## src/rtl/bank_req_fifo_if.sv

```systemverilog
// Request-queue bus between a PE/arbiter pair and bank_req_fifo.
// The master side drives pushes, read intent and grants. The slave side is the FIFO.
interface bank_req_fifo_if #(
  parameter int FIFO_PTR     = 4,
  parameter int FIFO_WIDTH   = 36,
  parameter int MEM_BANK_NUM = 16
);
  logic                    write_en;
  logic [FIFO_WIDTH-1:0]   write_data;
  logic                    read_en;
  logic [MEM_BANK_NUM-1:0] nxt_gnt;
  logic [FIFO_WIDTH-1:0]   read_data;
  logic [MEM_BANK_NUM-1:0] req_pea_to_bank;
  logic                    pop;
  logic                    wr_drop;
  logic                    full;
  logic                    empty;
  logic                    almost_full;
  logic [FIFO_PTR:0]       data_avail;
  logic [FIFO_PTR:0]       room_avail;
  logic                    starve;

  modport master (
    output write_en, write_data, read_en, nxt_gnt,
    input  read_data, req_pea_to_bank, pop, wr_drop, full, empty,
           almost_full, data_avail, room_avail, starve
  );

  modport slave (
    input  write_en, write_data, read_en, nxt_gnt,
    output read_data, req_pea_to_bank, pop, wr_drop, full, empty,
           almost_full, data_avail, room_avail, starve
  );
endinterface

```

## src/rtl/bank_req_fifo.sv

```systemverilog
// Per-PE show-ahead request FIFO with peek-until-grant dequeue toward banked memory.
// Optional starvation monitor is enabled by defining BANK_REQ_FIFO_STARVE_EN.
module bank_req_fifo #(
  parameter int FIFO_PTR     = 4,
  parameter int FIFO_DEPTH   = 16,
  parameter int FIFO_WIDTH   = 36,
  parameter int MEM_BANK_NUM = 16,
  parameter int BANK_SEL_W   = 4,
  parameter int BANK_SEL_LSB = 32,
  parameter int AF_THRESH    = 12,
  parameter int STARVE_W     = 8,
  parameter int STARVE_LIMIT = 8
) (
  input  logic            clk,
  input  logic            rst,
  bank_req_fifo_if.slave  bus
);

  localparam logic [FIFO_PTR:0]   DEPTH_C = FIFO_DEPTH[FIFO_PTR:0];
  localparam logic [FIFO_PTR:0]   AF_C    = AF_THRESH[FIFO_PTR:0];
  localparam logic [FIFO_PTR:0]   CNT_ONE = {{FIFO_PTR{1'b0}}, 1'b1};
  localparam logic [FIFO_PTR-1:0] PTR_ONE = {{(FIFO_PTR-1){1'b0}}, 1'b1};

  // Storage is deliberately left out of reset; only pointers and count are cleared.
  logic [FIFO_WIDTH-1:0]   mem [FIFO_DEPTH];

  logic [FIFO_PTR-1:0]     wr_ptr_reg, wr_ptr_next;
  logic [FIFO_PTR-1:0]     rd_ptr_reg, rd_ptr_next;
  logic [FIFO_PTR:0]       num_entries_reg, num_entries_next;

  logic                    empty;
  logic                    full;
  logic                    push;
  logic                    pop;
  logic [FIFO_WIDTH-1:0]   head;
  logic [BANK_SEL_W-1:0]   sel;
  logic [MEM_BANK_NUM-1:0] req;

  assign empty = (num_entries_reg == '0);
  assign full  = (num_entries_reg == DEPTH_C);
  assign head  = empty ? '0 : mem[rd_ptr_reg];
  assign sel   = head[BANK_SEL_LSB +: BANK_SEL_W];

  // One comparator per bank; a select value beyond the bank range matches none.
  for (genvar gi = 0; gi < MEM_BANK_NUM; gi++) begin : g_bank_req
    assign req[gi] = bus.read_en && !empty && (32'(sel) == gi);
  end

  assign pop  = |(req & bus.nxt_gnt);
  assign push = bus.write_en && (!full || pop);

  always_comb begin
    wr_ptr_next      = wr_ptr_reg;
    rd_ptr_next      = rd_ptr_reg;
    num_entries_next = num_entries_reg;
    if (push) begin
      wr_ptr_next = wr_ptr_reg + PTR_ONE;
    end
    if (pop) begin
      rd_ptr_next = rd_ptr_reg + PTR_ONE;
    end
    case ({push, pop})
      2'b10:   num_entries_next = num_entries_reg + CNT_ONE;
      2'b01:   num_entries_next = num_entries_reg - CNT_ONE;
      default: num_entries_next = num_entries_reg;
    endcase
  end

  always_ff @(posedge clk or posedge rst) begin
    if (rst) begin
      wr_ptr_reg      <= '0;
      rd_ptr_reg      <= '0;
      num_entries_reg <= '0;
    end else begin
      wr_ptr_reg      <= wr_ptr_next;
      rd_ptr_reg      <= rd_ptr_next;
      num_entries_reg <= num_entries_next;
    end
  end

  // A push into a full queue lands on the slot being popped; the head is read combinationally first.
  always_ff @(posedge clk) begin
    if (push) begin
      mem[wr_ptr_reg] <= bus.write_data;
    end
  end

  assign bus.read_data       = head;
  assign bus.req_pea_to_bank = req;
  assign bus.pop             = pop;
  assign bus.wr_drop         = bus.write_en && full && !pop;
  assign bus.full            = full;
  assign bus.empty           = empty;
  assign bus.almost_full     = (num_entries_reg >= AF_C);
  assign bus.data_avail      = num_entries_reg;
  assign bus.room_avail      = DEPTH_C - num_entries_reg;

`ifdef BANK_REQ_FIFO_STARVE_EN
  localparam logic [STARVE_W-1:0] STARVE_LIMIT_C = STARVE_LIMIT[STARVE_W-1:0];
  localparam logic [STARVE_W-1:0] STARVE_ONE     = {{(STARVE_W-1){1'b0}}, 1'b1};

  logic [STARVE_W-1:0] starve_cnt_reg, starve_cnt_next;

  // Counts consecutive cycles the head is requested but not granted; saturates at all-ones.
  always_comb begin
    starve_cnt_next = '0;
    if ((req != '0) && !pop) begin
      starve_cnt_next = (starve_cnt_reg == '1) ? starve_cnt_reg : starve_cnt_reg + STARVE_ONE;
    end
  end

  always_ff @(posedge clk or posedge rst) begin
    if (rst) begin
      starve_cnt_reg <= '0;
    end else begin
      starve_cnt_reg <= starve_cnt_next;
    end
  end

  assign bus.starve = (starve_cnt_reg >= STARVE_LIMIT_C);
`else
  // Monitor not built; the limit parameters only feed this elaboration-time guard.
  if (STARVE_LIMIT < 0 || STARVE_W < 1) begin : g_starve_params_invalid
  end
  assign bus.starve = 1'b0;
`endif

endmodule

```

## src/flat_wrapper.sv

```systemverilog
// flat-port wrapper written by rule: the top's interface ports become plain ports
module bank_req_fifo_flat 
#(
  parameter int FIFO_PTR     = 4,
  parameter int FIFO_DEPTH   = 16,
  parameter int FIFO_WIDTH   = 36,
  parameter int MEM_BANK_NUM = 16,
  parameter int BANK_SEL_W   = 4,
  parameter int BANK_SEL_LSB = 32,
  parameter int AF_THRESH    = 12,
  parameter int STARVE_W     = 8,
  parameter int STARVE_LIMIT = 8
)
  (clk, rst, bus_write_en, bus_write_data, bus_read_en, bus_nxt_gnt, bus_read_data, bus_req_pea_to_bank, bus_pop, bus_wr_drop, bus_full, bus_empty, bus_almost_full, bus_data_avail, bus_room_avail, bus_starve);
  bank_req_fifo_if #(.FIFO_PTR(FIFO_PTR), .FIFO_WIDTH(FIFO_WIDTH), .MEM_BANK_NUM(MEM_BANK_NUM)) bus_i ();
  input  logic clk;
  input  logic rst;
  input wire logic [$bits(bus_i.write_en)-1:0] bus_write_en;
  input wire logic [$bits(bus_i.write_data)-1:0] bus_write_data;
  input wire logic [$bits(bus_i.read_en)-1:0] bus_read_en;
  input wire logic [$bits(bus_i.nxt_gnt)-1:0] bus_nxt_gnt;
  output wire logic [$bits(bus_i.read_data)-1:0] bus_read_data;
  output wire logic [$bits(bus_i.req_pea_to_bank)-1:0] bus_req_pea_to_bank;
  output wire logic [$bits(bus_i.pop)-1:0] bus_pop;
  output wire logic [$bits(bus_i.wr_drop)-1:0] bus_wr_drop;
  output wire logic [$bits(bus_i.full)-1:0] bus_full;
  output wire logic [$bits(bus_i.empty)-1:0] bus_empty;
  output wire logic [$bits(bus_i.almost_full)-1:0] bus_almost_full;
  output wire logic [$bits(bus_i.data_avail)-1:0] bus_data_avail;
  output wire logic [$bits(bus_i.room_avail)-1:0] bus_room_avail;
  output wire logic [$bits(bus_i.starve)-1:0] bus_starve;
  assign bus_i.write_en = bus_write_en;
  assign bus_i.write_data = bus_write_data;
  assign bus_i.read_en = bus_read_en;
  assign bus_i.nxt_gnt = bus_nxt_gnt;
  assign bus_read_data = bus_i.read_data;
  assign bus_req_pea_to_bank = bus_i.req_pea_to_bank;
  assign bus_pop = bus_i.pop;
  assign bus_wr_drop = bus_i.wr_drop;
  assign bus_full = bus_i.full;
  assign bus_empty = bus_i.empty;
  assign bus_almost_full = bus_i.almost_full;
  assign bus_data_avail = bus_i.data_avail;
  assign bus_room_avail = bus_i.room_avail;
  assign bus_starve = bus_i.starve;
  bank_req_fifo #(.FIFO_PTR(FIFO_PTR), .FIFO_DEPTH(FIFO_DEPTH), .FIFO_WIDTH(FIFO_WIDTH), .MEM_BANK_NUM(MEM_BANK_NUM), .BANK_SEL_W(BANK_SEL_W), .BANK_SEL_LSB(BANK_SEL_LSB), .AF_THRESH(AF_THRESH), .STARVE_W(STARVE_W), .STARVE_LIMIT(STARVE_LIMIT)) u_core (.clk(clk), .rst(rst), .bus(bus_i));
endmodule
```

## config.mk

```make
export PLATFORM = sky130hd
export DESIGN_NAME = bank_req_fifo_flat
export DESIGN_NICKNAME = d
export VERILOG_FILES = /design/src/rtl/bank_req_fifo_if.sv /design/src/rtl/bank_req_fifo.sv /design/src/flat_wrapper.sv
export SDC_FILE = /design/constraint.sdc
export NUM_CORES = 1
export LEC_CHECK = 0
export CELL_PAD_IN_SITES_DETAIL_PLACEMENT = 0
export CELL_PAD_IN_SITES_GLOBAL_PLACEMENT = 1
export CORE_ASPECT_RATIO = 1.4
export CORE_UTILIZATION = 48
export CTS_CLUSTER_DIAMETER = 120
export DETAILED_ROUTE_END_ITERATION = 8
export PLACE_DENSITY_LB_ADDON = 0.1
export SETUP_SLACK_MARGIN = 0.02
export SYNTH_ARGS = -nofsm -noshare
export SYNTH_HDL_FRONTEND = slang
export SYNTH_SLANG_ARGS = --single-unit
export TNS_END_PERCENT = 20
```

## constraint.sdc

```tcl
create_clock -name clk -period 6.5 [get_ports clk]
set_input_delay 0.65 -clock clk [delete_from_list [all_inputs] [get_ports clk]]
set_output_delay 0.65 -clock clk [all_outputs]
set_load 0.02 [all_outputs]
```

==> run metrics <==
Placer Congestion 0.777; total track usage 20.7%; Reg2Reg Depth 10; Initial DRC Count 699; library cell with the highest instance count after synthesis edfxtp_1; initial antenna violation count 1; Static Leak 8.62 nW; startpoint type of the worst setup path flop; vias 10900; Routed WL 50200 µm; Post-synth EDFFs 576; final-layout fill cell count 3584; IO Port Bufs 122; Synth warnings 0; asr flop ratio synth 2.21%; Syn-to-layout area delta 15.7%; Synth Register Bits 589; Clock Pin Slew Worst Setup and Hold Paths 0.07 ns; final worst-path cycle share 83.3%; Top reg by flops u_core.mem; commonest cells in the netlist edfxtp_1 (576), mux4_2 (164), nor2b_1 (39); nets@finish 1275; area leader, netlist edfxtp_1; FMAX 185 MHz; Simple-Gate Fraction of Synth Area 3.04%; area of the mapped netlist 23400 µm²; final std cells w/o fill 1882; layout cells sized above 1 24.4%; combinational family with the most area after synthesis multiplexers; worst r2r src u_core.rd_ptr_reg[2]$_DFFE_PP0N_; largest net degree at the start of global routing 103; Max IR drop VDD 336 µV; Clock Root Buffer clkbuf_16; RSZ-0062 raised after global routing false; max-cap viol count 0; PwrDens 458 nW/µm²; hold_buf cts 0; die area 49700 µm²; # H-tree levels 2; worst-path fanout max 16; Worst Setup End Kind primary output; CP Class flop to primary output; Final Hold Viols 0; IO Pins 124; cts bufs inserted 54; sequential element share of the synthesized area 75.2%; Tmin final 5.41 ns; Synth Area per Inst 22.1 µm²; Max-slew headroom 25.2%; Reg2Reg Setup Slack 1.96 ns; vias per cell 5.79; Starting Density 48.7%; Setup violations, final 0; setup tns final 0 ns; post-CTS sizing 0; fin. max-slew vios 0; mux contribution to synthesized area 17.5%; CTS sink count 589; Slew @ Worst Pin 1.12 ns; adder-cell area share of the yosys netlist 0.673%; Worst EP required 5.85 ns; Cell Rows 95; gr ovfl total 0; n_diodes 0; first-pass GRT wire length 74800 µm; Placed Instances 1781; worst-skew pair later-pin latency 0.57 ns; post-route ant nets 0; Routed WL per cell 26.7 µm; core area 48100 µm²; Synth Area in XOR/XNOR 0.449%; R2R Path End u_core.mem[11][19]$_DFFE_PP_; Distinct cells, synth 61; HPWL after DPL 25300 µm; TritonCTS clock tree done; WP data arrival 4.76 ns; Gate Count Post-Synth 1060; die height 263 µm; Chip Width 189 µm; Final Skew 0.0181 ns; 1st-pass router iterations 5; number of global-route vias before repair 11500; leading post-synthesis cells by cell area edfxtp_1 (74%), mux4_2 (16%), dfrtp_1 (1.4%), mux2i_1 (1.2%), nor2b_1 (1.0%); top cell type's share of synthesized area 73.8%; Bufs on Longest Clock Path 3; outcome completed; DRC 0; Main synth FF type edfxtp_1; post-synth net total 1128; hold crit path type input port to asynchronous set/reset pin; Largest register FFs 576; postcts setup bufs 0; compound-gate portion of the synthesized area 1.67%
cell usage in the layout, fill, tap and decap left out, types with 3 or more instances in the layout:
cell and instances:
a211oi_1 4, a21o_1 3, a21oi_1 4, a22o_1 3, a22oi_1 10, and2_1 3, and3_1 5, buf_4 24
clkbuf_1 8, clkbuf_16 57, clkdlybuf4s50_1 122, clkinv_1 15, clkinv_2 16, dfrtp_1 9, dfrtp_4 3, edfxtp_1 576
ha_1 10, inv_1 9, mux2_2 3, mux2_4 4, mux2i_1 29, mux4_2 164, nand2_1 18, nand2b_1 5
nand3_1 11, nand3b_1 3, nor2_1 22, nor2_4 4, nor2b_1 39, nor3_2 10, nor4_2 3, o21ai_0 3
xnor2_1 10
cell families after synthesis:
group	after synthesis
DFF	589
other	1
adders and majority gates	12
xor gates and xnor gates	12
buffers and inverters	65
muxes	201
and+or+nand+nor	131
AOI/OAI and AO/OA	49
layer usage:
metal	wire (µm)	up-vias	track usage (%)
met5	13	-	0
met1	21100	5833	28.2
met4	788	2	4.53
li1	-	4732	-
met3	2410	66	2.95
met2	25900	261	35.3
worst max-delay path, stage by stage (launching register included):
cell and delay, ns:
dfrtp_1 0.46, inv_1 0.12, ha_1 0.18, nor3b_1 0.29, ha_2 0.55, buf_4 0.38
nand2b_1 0.20, nor3_1 0.10, a21boi_0 0.17, o21bai_2 0.18, nand4_4 0.30, nor2_4 0.45
and2_1 0.19, clkdlybuf4s50_1 0.60
stage by stage:
| stage | hold slack, ns | power, mW | worst slack, ns | util, % | instance area, µm² |
|---|---|---|---|---|---|
| after floorplan | 0.509 | 8.06 | -0.391 | - | 23400 |
| after global placement | 0.539 | 9.58 | 1.71 | 52.8 | 25400 |
| after detailed placement | 0.527 | 9.61 | 1.63 | 52.8 | 25400 |
| after CTS | 0.419 | 12.6 | 1.00 | 56.3 | 27100 |
| after global routing | 0.451 | 13.0 | 0.768 | 56.3 | 27100 |
| final | 0.407 | 12.4 | 1.09 | 56.3 | 27100 |
power by group:
group	internal, mW	total, mW	leakage, nW	switching, mW
clock network	1.67	3.01	0.831	1.34
logic	2.24	4.50	2.43	2.26
registers	4.60	4.93	5.35	0.326
area by class of cell:
cell class	instances	area, µm²	area share [%]
well taps	630	788	2.91
clock inverters	36	220	0.812
inverters	9	33.8	0.125
clock buffers	65	1460	5.37
multi-input cells	406	5560	20.5
repair buffers	147	1420	5.24
flip-flops and latches	589	17600	65.0
worst max-delay path by stage:
| stage | to | startpoint | slack (ns) | depth (start not counted) |
|---|---|---|---|---|
| floorplan | u_core.mem[0][0]$_DFFE_PP_ | u_core.bus.data_avail[0]$_DFFE_PP0P_ | -0.39 | 12 |
| global placement | bus_wr_drop | u_core.bus.data_avail[0]$_DFFE_PP0P_ | 1.71 | 13 |
| detailed placement | bus_wr_drop | u_core.bus.data_avail[0]$_DFFE_PP0P_ | 1.63 | 13 |
| CTS | bus_wr_drop | u_core.bus.data_avail[0]$_DFFE_PP0P_ | 1.00 | 13 |
| global route | bus_wr_drop | u_core.bus.data_avail[0]$_DFFE_PP0P_ | 0.77 | 13 |
| finish | bus_wr_drop | u_core.bus.data_avail[0]$_DFFE_PP0P_ | 1.09 | 13 |
Power figures use the tool's default switching activity.
